**config.mk**
```make
export PLATFORM = sky130hd
export DESIGN_NAME = parking_counter_multi
export DESIGN_NICKNAME = d
export VERILOG_FILES = /design/src/rtl/parking_counter_multi.sv
export SDC_FILE = /design/constraint.sdc
export NUM_CORES = 1
export LEC_CHECK = 0
export CAP_MARGIN = 15
export CORE_MARGIN = 1.5
export CORE_UTILIZATION = 32
export DETAILED_ROUTE_END_ITERATION = 12
export GPL_TIMING_DRIVEN = 0
export PLACE_DENSITY_LB_ADDON = 0.3
export SLEW_MARGIN = 20
export SYNTH_ARGS = -nofsm -noshare
export SYNTH_HDL_FRONTEND = slang
export SYNTH_SLANG_ARGS = --single-unit
```
**constraint.sdc**
```tcl
create_clock -name clk -period 4.3 [get_ports clk]
set_input_delay 0.86 -clock clk [delete_from_list [all_inputs] [get_ports clk]]
set_output_delay 0.86 -clock clk [all_outputs]
set_load 0.02 [all_outputs]
```
**src/rtl/parking_counter_multi.sv**
```systemverilog
// Multi-lane vehicle occupancy counter. Per lane: 2-FF sync + debounce of A/B, entry/exit FSM; shared clamped counter.
// Latency: debounced level DB_CYCLES cycles after the synchroniser, FSM pulse one cycle later, count/sat_err one more.
// Backpressure: none. Lanes never stall each other and all outputs are valid every cycle.
//
// Ports:
//   clk, reset               - rising-edge clock, asynchronous active-high reset
//   botonA/botonB [LANES]    - raw outer/inner sensors, bit i = lane i
//   count/full/empty         - registered occupancy and its decoded limits
//   entry_pulse/exit_pulse   - one-cycle pulse per decoded vehicle entry/exit, per lane
//   seq_err [LANES]          - one-cycle pulse on an illegal sensor transition
//   sat_err                  - one-cycle pulse when the count update was clamped
module parking_counter_multi #(
    parameter int LANES     = 2,
    parameter int CNT_W     = 4,
    parameter int CAPACITY  = 15,
    parameter int DB_CYCLES = 250
) (
    input  logic             clk,
    input  logic             reset,
    input  logic [LANES-1:0] botonA,
    input  logic [LANES-1:0] botonB,
    output logic [CNT_W-1:0] count,
    output logic             full,
    output logic             empty,
    output logic [LANES-1:0] entry_pulse,
    output logic [LANES-1:0] exit_pulse,
    output logic [LANES-1:0] seq_err,
    output logic             sat_err
);

    localparam int NB  = 2 * LANES;
    localparam int DBW = (DB_CYCLES > 1) ? $clog2(DB_CYCLES) : 1;
    localparam int SW  = CNT_W + $clog2(LANES) + 2;

    localparam logic [DBW-1:0]       DB_LAST = DBW'(DB_CYCLES - 1);
    localparam logic signed [SW-1:0] CAP_S   = SW'(CAPACITY);

    // ------------------------------------------------------------------
    // Input conditioning. Bit i is lane i's B sensor, bit LANES+i its A.
    // ------------------------------------------------------------------
    logic [NB-1:0]  raw;
    logic [NB-1:0]  sync1_q, sync1_d;
    logic [NB-1:0]  sync2_q, sync2_d;
    logic [NB-1:0]  db_q, db_d;
    logic [DBW-1:0] db_cnt_q [NB];
    logic [DBW-1:0] db_cnt_d [NB];

    assign raw = {botonA, botonB};

    always_comb begin
        sync1_d = raw;
        sync2_d = sync1_q;
        db_d    = db_q;
        for (int i = 0; i < NB; i++) begin
            db_cnt_d[i] = '0;
            // Count consecutive cycles of disagreement; a run that breaks
            // before reaching DB_CYCLES restarts from zero.
            if (sync2_q[i] != db_q[i]) begin
                if (db_cnt_q[i] == DB_LAST) begin
                    db_d[i] = sync2_q[i];
                end else begin
                    db_cnt_d[i] = db_cnt_q[i] + DBW'(1);
                end
            end
        end
    end

    always_ff @(posedge clk or posedge reset) begin
        if (reset) begin
            sync1_q <= '0;
            sync2_q <= '0;
            db_q    <= '0;
            for (int i = 0; i < NB; i++) begin
                db_cnt_q[i] <= '0;
            end
        end else begin
            sync1_q  <= sync1_d;
            sync2_q  <= sync2_d;
            db_q     <= db_d;
            db_cnt_q <= db_cnt_d;
        end
    end

    // ------------------------------------------------------------------
    // Per-lane sequence FSM on P = {A, B}.
    // ------------------------------------------------------------------
    typedef enum logic [2:0] {
        S_IDLE,
        S_IN1,      // P = 10
        S_IN2,      // P = 11
        S_IN3,      // P = 01
        S_OUT1,     // P = 01
        S_OUT2,     // P = 11
        S_OUT3,     // P = 10
        S_WAIT_CLR
    } state_t;

    logic [LANES-1:0] entry_d, entry_q;
    logic [LANES-1:0] exit_d, exit_q;
    logic [LANES-1:0] err_d, err_q;

    for (genvar g = 0; g < LANES; g++) begin : g_lane
        state_t     state_q, state_d;
        logic [1:0] p;
        logic       ent_l, ext_l, err_l;

        assign p = {db_q[LANES+g], db_q[g]};

        always_ff @(posedge clk or posedge reset) begin
            if (reset) begin
                state_q <= S_IDLE;
            end else begin
                state_q <= state_d;
            end
        end

        always_comb begin
            state_d = state_q;
            case (state_q)
                S_IDLE: begin
                    case (p)
                        2'b10:   state_d = S_IN1;
                        2'b01:   state_d = S_OUT1;
                        2'b11:   state_d = S_WAIT_CLR;
                        default: state_d = S_IDLE;
                    endcase
                end
                S_IN1: begin
                    case (p)
                        2'b11:   state_d = S_IN2;
                        2'b00:   state_d = S_IDLE;      // backed out
                        2'b01:   state_d = S_WAIT_CLR;
                        default: state_d = S_IN1;
                    endcase
                end
                S_IN2: begin
                    case (p)
                        2'b10:   state_d = S_IN1;
                        2'b01:   state_d = S_IN3;
                        2'b00:   state_d = S_WAIT_CLR;
                        default: state_d = S_IN2;
                    endcase
                end
                S_IN3: begin
                    case (p)
                        2'b11:   state_d = S_IN2;
                        2'b00:   state_d = S_IDLE;      // entry complete
                        2'b10:   state_d = S_WAIT_CLR;
                        default: state_d = S_IN3;
                    endcase
                end
                S_OUT1: begin
                    case (p)
                        2'b11:   state_d = S_OUT2;
                        2'b00:   state_d = S_IDLE;      // backed out
                        2'b10:   state_d = S_WAIT_CLR;
                        default: state_d = S_OUT1;
                    endcase
                end
                S_OUT2: begin
                    case (p)
                        2'b01:   state_d = S_OUT1;
                        2'b10:   state_d = S_OUT3;
                        2'b00:   state_d = S_WAIT_CLR;
                        default: state_d = S_OUT2;
                    endcase
                end
                S_OUT3: begin
                    case (p)
                        2'b11:   state_d = S_OUT2;
                        2'b00:   state_d = S_IDLE;      // exit complete
                        2'b01:   state_d = S_WAIT_CLR;
                        default: state_d = S_OUT3;
                    endcase
                end
                S_WAIT_CLR: begin
                    if (p == 2'b00) begin
                        state_d = S_IDLE;
                    end
                end
                default: state_d = S_IDLE;
            endcase
        end

        // An error is flagged exactly on the move into WAIT_CLR, so a lane
        // sitting in WAIT_CLR stays silent until released.
        always_comb begin
            ent_l = (state_q == S_IN3)  && (p == 2'b00);
            ext_l = (state_q == S_OUT3) && (p == 2'b00);
            err_l = (state_q != S_WAIT_CLR) && (state_d == S_WAIT_CLR);
        end

        assign entry_d[g] = ent_l;
        assign exit_d[g]  = ext_l;
        assign err_d[g]   = err_l;
    end

    always_ff @(posedge clk or posedge reset) begin
        if (reset) begin
            entry_q <= '0;
            exit_q  <= '0;
            err_q   <= '0;
        end else begin
            entry_q <= entry_d;
            exit_q  <= exit_d;
            err_q   <= err_d;
        end
    end

    // ------------------------------------------------------------------
    // Shared occupancy counter. Entries and exits of the same cycle net
    // out first; only the net result is clamped.
    // ------------------------------------------------------------------
    logic [CNT_W-1:0]      count_q, count_d;
    logic                  sat_q, sat_d;
    logic [SW-1:0]         n_ent, n_ext;
    logic signed [SW-1:0]  sum_d;

    always_comb begin
        n_ent = '0;
        n_ext = '0;
        for (int i = 0; i < LANES; i++) begin
            n_ent = n_ent + SW'(entry_q[i]);
            n_ext = n_ext + SW'(exit_q[i]);
        end
        sum_d   = $signed(SW'(count_q)) + $signed(n_ent) - $signed(n_ext);
        count_d = sum_d[CNT_W-1:0];
        sat_d   = 1'b0;
        if (sum_d[SW-1]) begin
            count_d = '0;
            sat_d   = 1'b1;
        end else if (sum_d > CAP_S) begin
            count_d = CNT_W'(CAPACITY);
            sat_d   = 1'b1;
        end
    end

    always_ff @(posedge clk or posedge reset) begin
        if (reset) begin
            count_q <= '0;
            sat_q   <= 1'b0;
        end else begin
            count_q <= count_d;
            sat_q   <= sat_d;
        end
    end

    assign count       = count_q;
    assign full        = (count_q == CNT_W'(CAPACITY));
    assign empty       = (count_q == '0);
    assign entry_pulse = entry_q;
    assign exit_pulse  = exit_q;
    assign seq_err     = err_q;
    assign sat_err     = sat_q;

endmodule

```
Word level (Yosys, flattened, before mapping) --
Cells that the tools add are included.
Word-level totals: flip-flop bits (word level) 61, logic and storage cells 104, bits of input ports 6, output and inout port bits 13
Cells by class: reductions and logical operators 15, equal/unequal tests 33, add/subtract/negate cells 8, mux-type cells 30, $lt $le $gt $ge 1
Operator list (count):
- case mux 3 bit (3 select lines) | 12
- 2-to-1 mux 8 bit | 8
- case mux 3 bit (8 select lines) | 2
- adder 8 x 1 -> 8 bit, second input constant | 4
- equality test 8 bit, second input constant | 4
- equality test 3 bit, second input constant | 10
- equality test 3 x 2 -> 1 bit, second input constant | 4
- case mux 2 bit (3 select lines) | 2
- equality test 2 bit, second input constant | 4
- 2-to-1 mux 4 bit | 2
- AND reduction 2 bit | 4
- equality test 3 x 1 -> 1 bit, second input constant | 2
- > comparator 6 x 5 -> 1 bit, second input constant | 1
- logical AND 1 bit | 6
- logical NOT 3 bit | 2
- 2-to-1 mux 3 bit | 2
- != test 3 bit, second input constant | 2
- subtractor 5 x 2 -> 6 bit | 1
- adder 4 x 2 -> 5 bit | 1
- adder 1 x 1 -> 2 bit | 2
- equality test 2 x 1 -> 1 bit, second input constant | 2
- equality test 4 bit, second input constant | 1
- logical NOT 2 bit | 2
- logical NOT 4 bit | 1
- other kinds (2) | 6

Logic depth before layout (Yosys ltp) --
depth in word-level cells 6, depth in mapped cells 10, gate-level depth less buffers 10

Worst setup path after synthesis --
Ideal clock, no wire load.
path type register to register, from reg exit_q[0], in the netlist exit_pulse[0], to reg count_q[1], in the netlist count[1], library setup time 0.119 ns, path slack 1.961 ns, path buffers 0, arrival 2.221 ns, stages on the path, launching flop included 11, path through dfrtp_1 inv_1 fa_1 inv_1 fa_1 inv_1 ha_1 a21oi_1 o21bai_1 xnor2_1 o21a_1
Between the ends: cells in the longest elaborated chain, start to end 5
Ends and longest elaborated chain:
- start, declared | line 99 | logic [LANES-1:0] exit_d, exit_q;
- start signal, assigned | line 205 | exit_q <= exit_d;
- adder 1 x 1 -> 2 bit (*) | line 224 | n_ext = n_ext + SW'(exit_q[i]);
- subtractor 5 x 2 -> 6 bit (*) | line 226 | sum_d = $signed(SW'(count_q)) + $signed(n_ent) - $signed(n_ext);
- > comparator 6 x 5 -> 1 bit | line 232 | end else if (sum_d > CAP_S) begin
- 2-to-1 mux 4 bit | line 232
- 2-to-1 mux 4 bit (*) | line 229 | if (sum_d[SW-1]) begin
- via count_d[1] | line 214 | logic [CNT_W-1:0] count_q, count_d;
- end signal, assigned | line 243 | count_q <= count_d;
- end, declared | line 214
Mark *: on every way through the listed nets, which the timed path passes. The rest lies on a longest branch. A chain may end at the register's enable or synchronous reset.

Final worst setup path --
from reg count_q[3], in the netlist count[3], to out empty
Between the ends: cells in the longest elaborated chain, start to end 1
Ends and longest elaborated chain:
- logical NOT 4 bit | line 250 | assign empty = (count_q == '0);
- end, declared | line 24 | output logic empty,
No other way between the ends.

==> metrics <==
Period minus WS final 2810 ps; Post-CTS Setup Bufs 0; Post-Route WL 5730 um; overall power 1.15 mW; Crit path depth 4; Reg clk slew, reported paths 70 ps; FF-to-FF setup slack 1870 ps; share of layout cells above drive strength 1 0.0942; Mean Syn Cell Area 10.2 um^2; Vias per Instance 4.58; max-cap violation count 0; r2r worst-path depth 9; sequential share of the synthesized area 0.459; Critical Path Start count[3]$_DFF_PP0_; post-synthesis cell count 326; Buf/Inv on CP 2; DR pass1 iterations 4; Tcrit/Tclk final 0.654; TritonCTS Sinks 61; Diodes inserted 0; Critical Path Fanout Max 6; Die Span X 105 um; Main synth FF type dfrtp_1; leakage power 1.75 nW; post-synthesis instance area 0.00333 mm^2; CTS max path bufs 2; Hold Vio Cnt, Final 0; first-pass GRT wire length 10,200 um; Critical Path RT 3440 ps; Ys Warns 0; critical path class flop to output pin; area grow syn2layout 17.0%; row count 37; routed length on met1 2800 um; GR Overflow Total 0; CTS tree yes; PwrDens 294 mW/mm^2; final setup violating endpoints 0; final setup TNS 0 ps; vias in the first global route 2,328; Slew Limit Fails 0; f_max 356 MHz; Initial DRC Count 78; Crit Reg-Reg Startpoint entry_pulse[0]$_DFF_PP0_; clk root buf clkbuf_8; Die ar. 0.0110 mm^2; Min-Delay Path Class flop to flop; DP HPWL 4010 um; Worst Setup EP empty; post-synth net total 365; Worst Path Arrival 1950 ps; Post-synth EDFFs 0; maximum vdd drop 127 uV; Initial Utilization 0.327; RSZ-0062 raised after global routing no; max layer used met4; Reg-to-Reg End count[2]$_DFF_PP0_; share of the synthesized area in the top cell type 0.459; WL/cell 11.5 um; Port Buf Inserts 18; Clk Latency, worst-skew pair 330 ps; crit-path leading delay family buffers and inverters; Final nets 395; top cells by count, synth dfrtp_1, nor2_1, ha_1, inv_1, nand2_1; Async SR Flop Fraction 1.00; Slew @ Worst Pin 402 ps; outcome finished, final reports clean; Clock Skew 6.73 ps; initial antenna violation count 0; #FFs+latches synth 61; Core Region 0.0102 mm^2; chip height 105 um; gpl congestion 0.809; Resized cells post-CTS 0; top cells by area, synth dfrtp_1, ha_1, nor2_1; # IOs 19; metal3 WL 208 um; max_slew headroom 0.730; Synth area leader dfrtp_1; top-count cell post-synth dfrtp_1; CTS buffer count 9; CP cell instances inv_1 -> ha_1 -> and3_1 -> clkdlybuf4s50_1; Crit. End Element output pin; post-synthesis cell type count 50; total track usage 0.113; DRC Markers 0; CP max stage delay 590 ps; Critical-path top delay cell clkdlybuf4s50_1; cts hold-fix bufs 0; CTS H-tree lvls 3; met2 wire length 2670 um; critical path startpoint category flop; Routed Antenna Nets 0; largest net degree at the start of global routing 43; vias 2,276
-- cell type report --
cell class | count | area [um^2]
multi-input cells | 227 | 1630
repair buffers | 19 | 200
fillers | 1010 | 6290
inverters | 27 | 106
flip-flops and latches | 61 | 1530
clock inverters | 4 | 47.5
well taps | 136 | 170
plain buffers | 11 | 67.6
clock buffers | 12 | 145
-- kinds of logic (layout without fill, tap and decap cells) --
kind of cell | after synthesis | in the layout | share of synthesized area
and+or+nand+nor | 119 | 119 | 0.174
DFF | 61 | 61 | 0.459
AOI/OAI and AO/OA | 39 | 39 | 0.0861
buffers and inverters | 38 | 73 | 0.0515
adders and majority gates | 33 | 33 | 0.131
xor gates and xnor gates | 31 | 31 | 0.0816
muxes | 5 | 5 | 0.0177
-- cells in the final DEF, fill, tap and decap left out, types with 2 or more instances in the layout --
cell              n
inv_1            25
a21oi_1           7
o31ai_1           3
nand2_1          18
nand3_1          14
and3_1            6
buf_6             2
mux2_1            2
nor3_1            9
xnor2_1          14
ha_1             30
clkbuf_8         10
inv_4             2
nand2b_1          7
a21o_1            2
clkdlybuf4s50_1  18
nor2_1           47
a211oi_1          4
xor2_1           17
buf_2             9
clkbuf_1          2
fa_1              3
o21ai_0           6
nand4_1           4
o21bai_1          2
clkinv_2          2
nor2b_1           3
dfrtp_1          61
and4b_1           2
o21a_1            3
-- worst min path at each step --
stage | from | end | cells past startpoint
final | sync1_q[3]$_DFF_PP0_ | sync2_q[3]$_DFF_PP0_ | 0
after global routing | sync1_q[3]$_DFF_PP0_ | sync2_q[3]$_DFF_PP0_ | 0
after CTS | sync1_q[2]$_DFF_PP0_ | sync2_q[2]$_DFF_PP0_ | 0
after detailed placement | sync1_q[2]$_DFF_PP0_ | sync2_q[2]$_DFF_PP0_ | 0
after global placement | sync1_q[3]$_DFF_PP0_ | sync2_q[3]$_DFF_PP0_ | 0
after floorplan | sync1_q[0]$_DFF_PP0_ | sync2_q[0]$_DFF_PP0_ | 0
-- per-stage QoR --
stage           util  hold slack, ps  worst slack [ps]  area, um^2  cells
4_1_cts        0.382             356              1460        3890    497
6_report       0.382             352              1490        3890    497
3_3_place_gp   0.361             335               753        3680    480
2_1_floorplan      -             331              1930        3330    326
3_5_place_dp   0.363             337              1840        3700    481
5_1_grt        0.382             358              1380        3890    497
-- metal layers --
| metal | global-route usage | vias to the layer above |
|---|---|---|
| li1 | - | 1146 |
| met1 | 0.140 | 1088 |
| met2 | 0.182 | 38 |
| met3 | 0.0393 | 4 |
| met4 | 0.0372 | 0 |
| met5 | 0 | - |
-- sequential cells by signal, summed over array words and instances, names as in the netlist --
register        count
g_lane.state_q      6
entry_pulse         2
sat_err             1
sync2_q             4
seq_err             2
exit_pulse          2
sync1_q             4
count               4
db_q                4
db_cnt_q           32
-- where the power goes --
| group | switching, mW | internal, mW | total (mW) |
|---|---|---|---|
| sequential | 0.0114 | 0.587 | 0.598 |
| combinational | 0.0258 | 0.0177 | 0.0435 |
| clock | 0.222 | 0.282 | 0.504 |
| total | 0.259 | 0.886 | 1.15 |
Note: power is estimated with default switching activity, not from simulation.
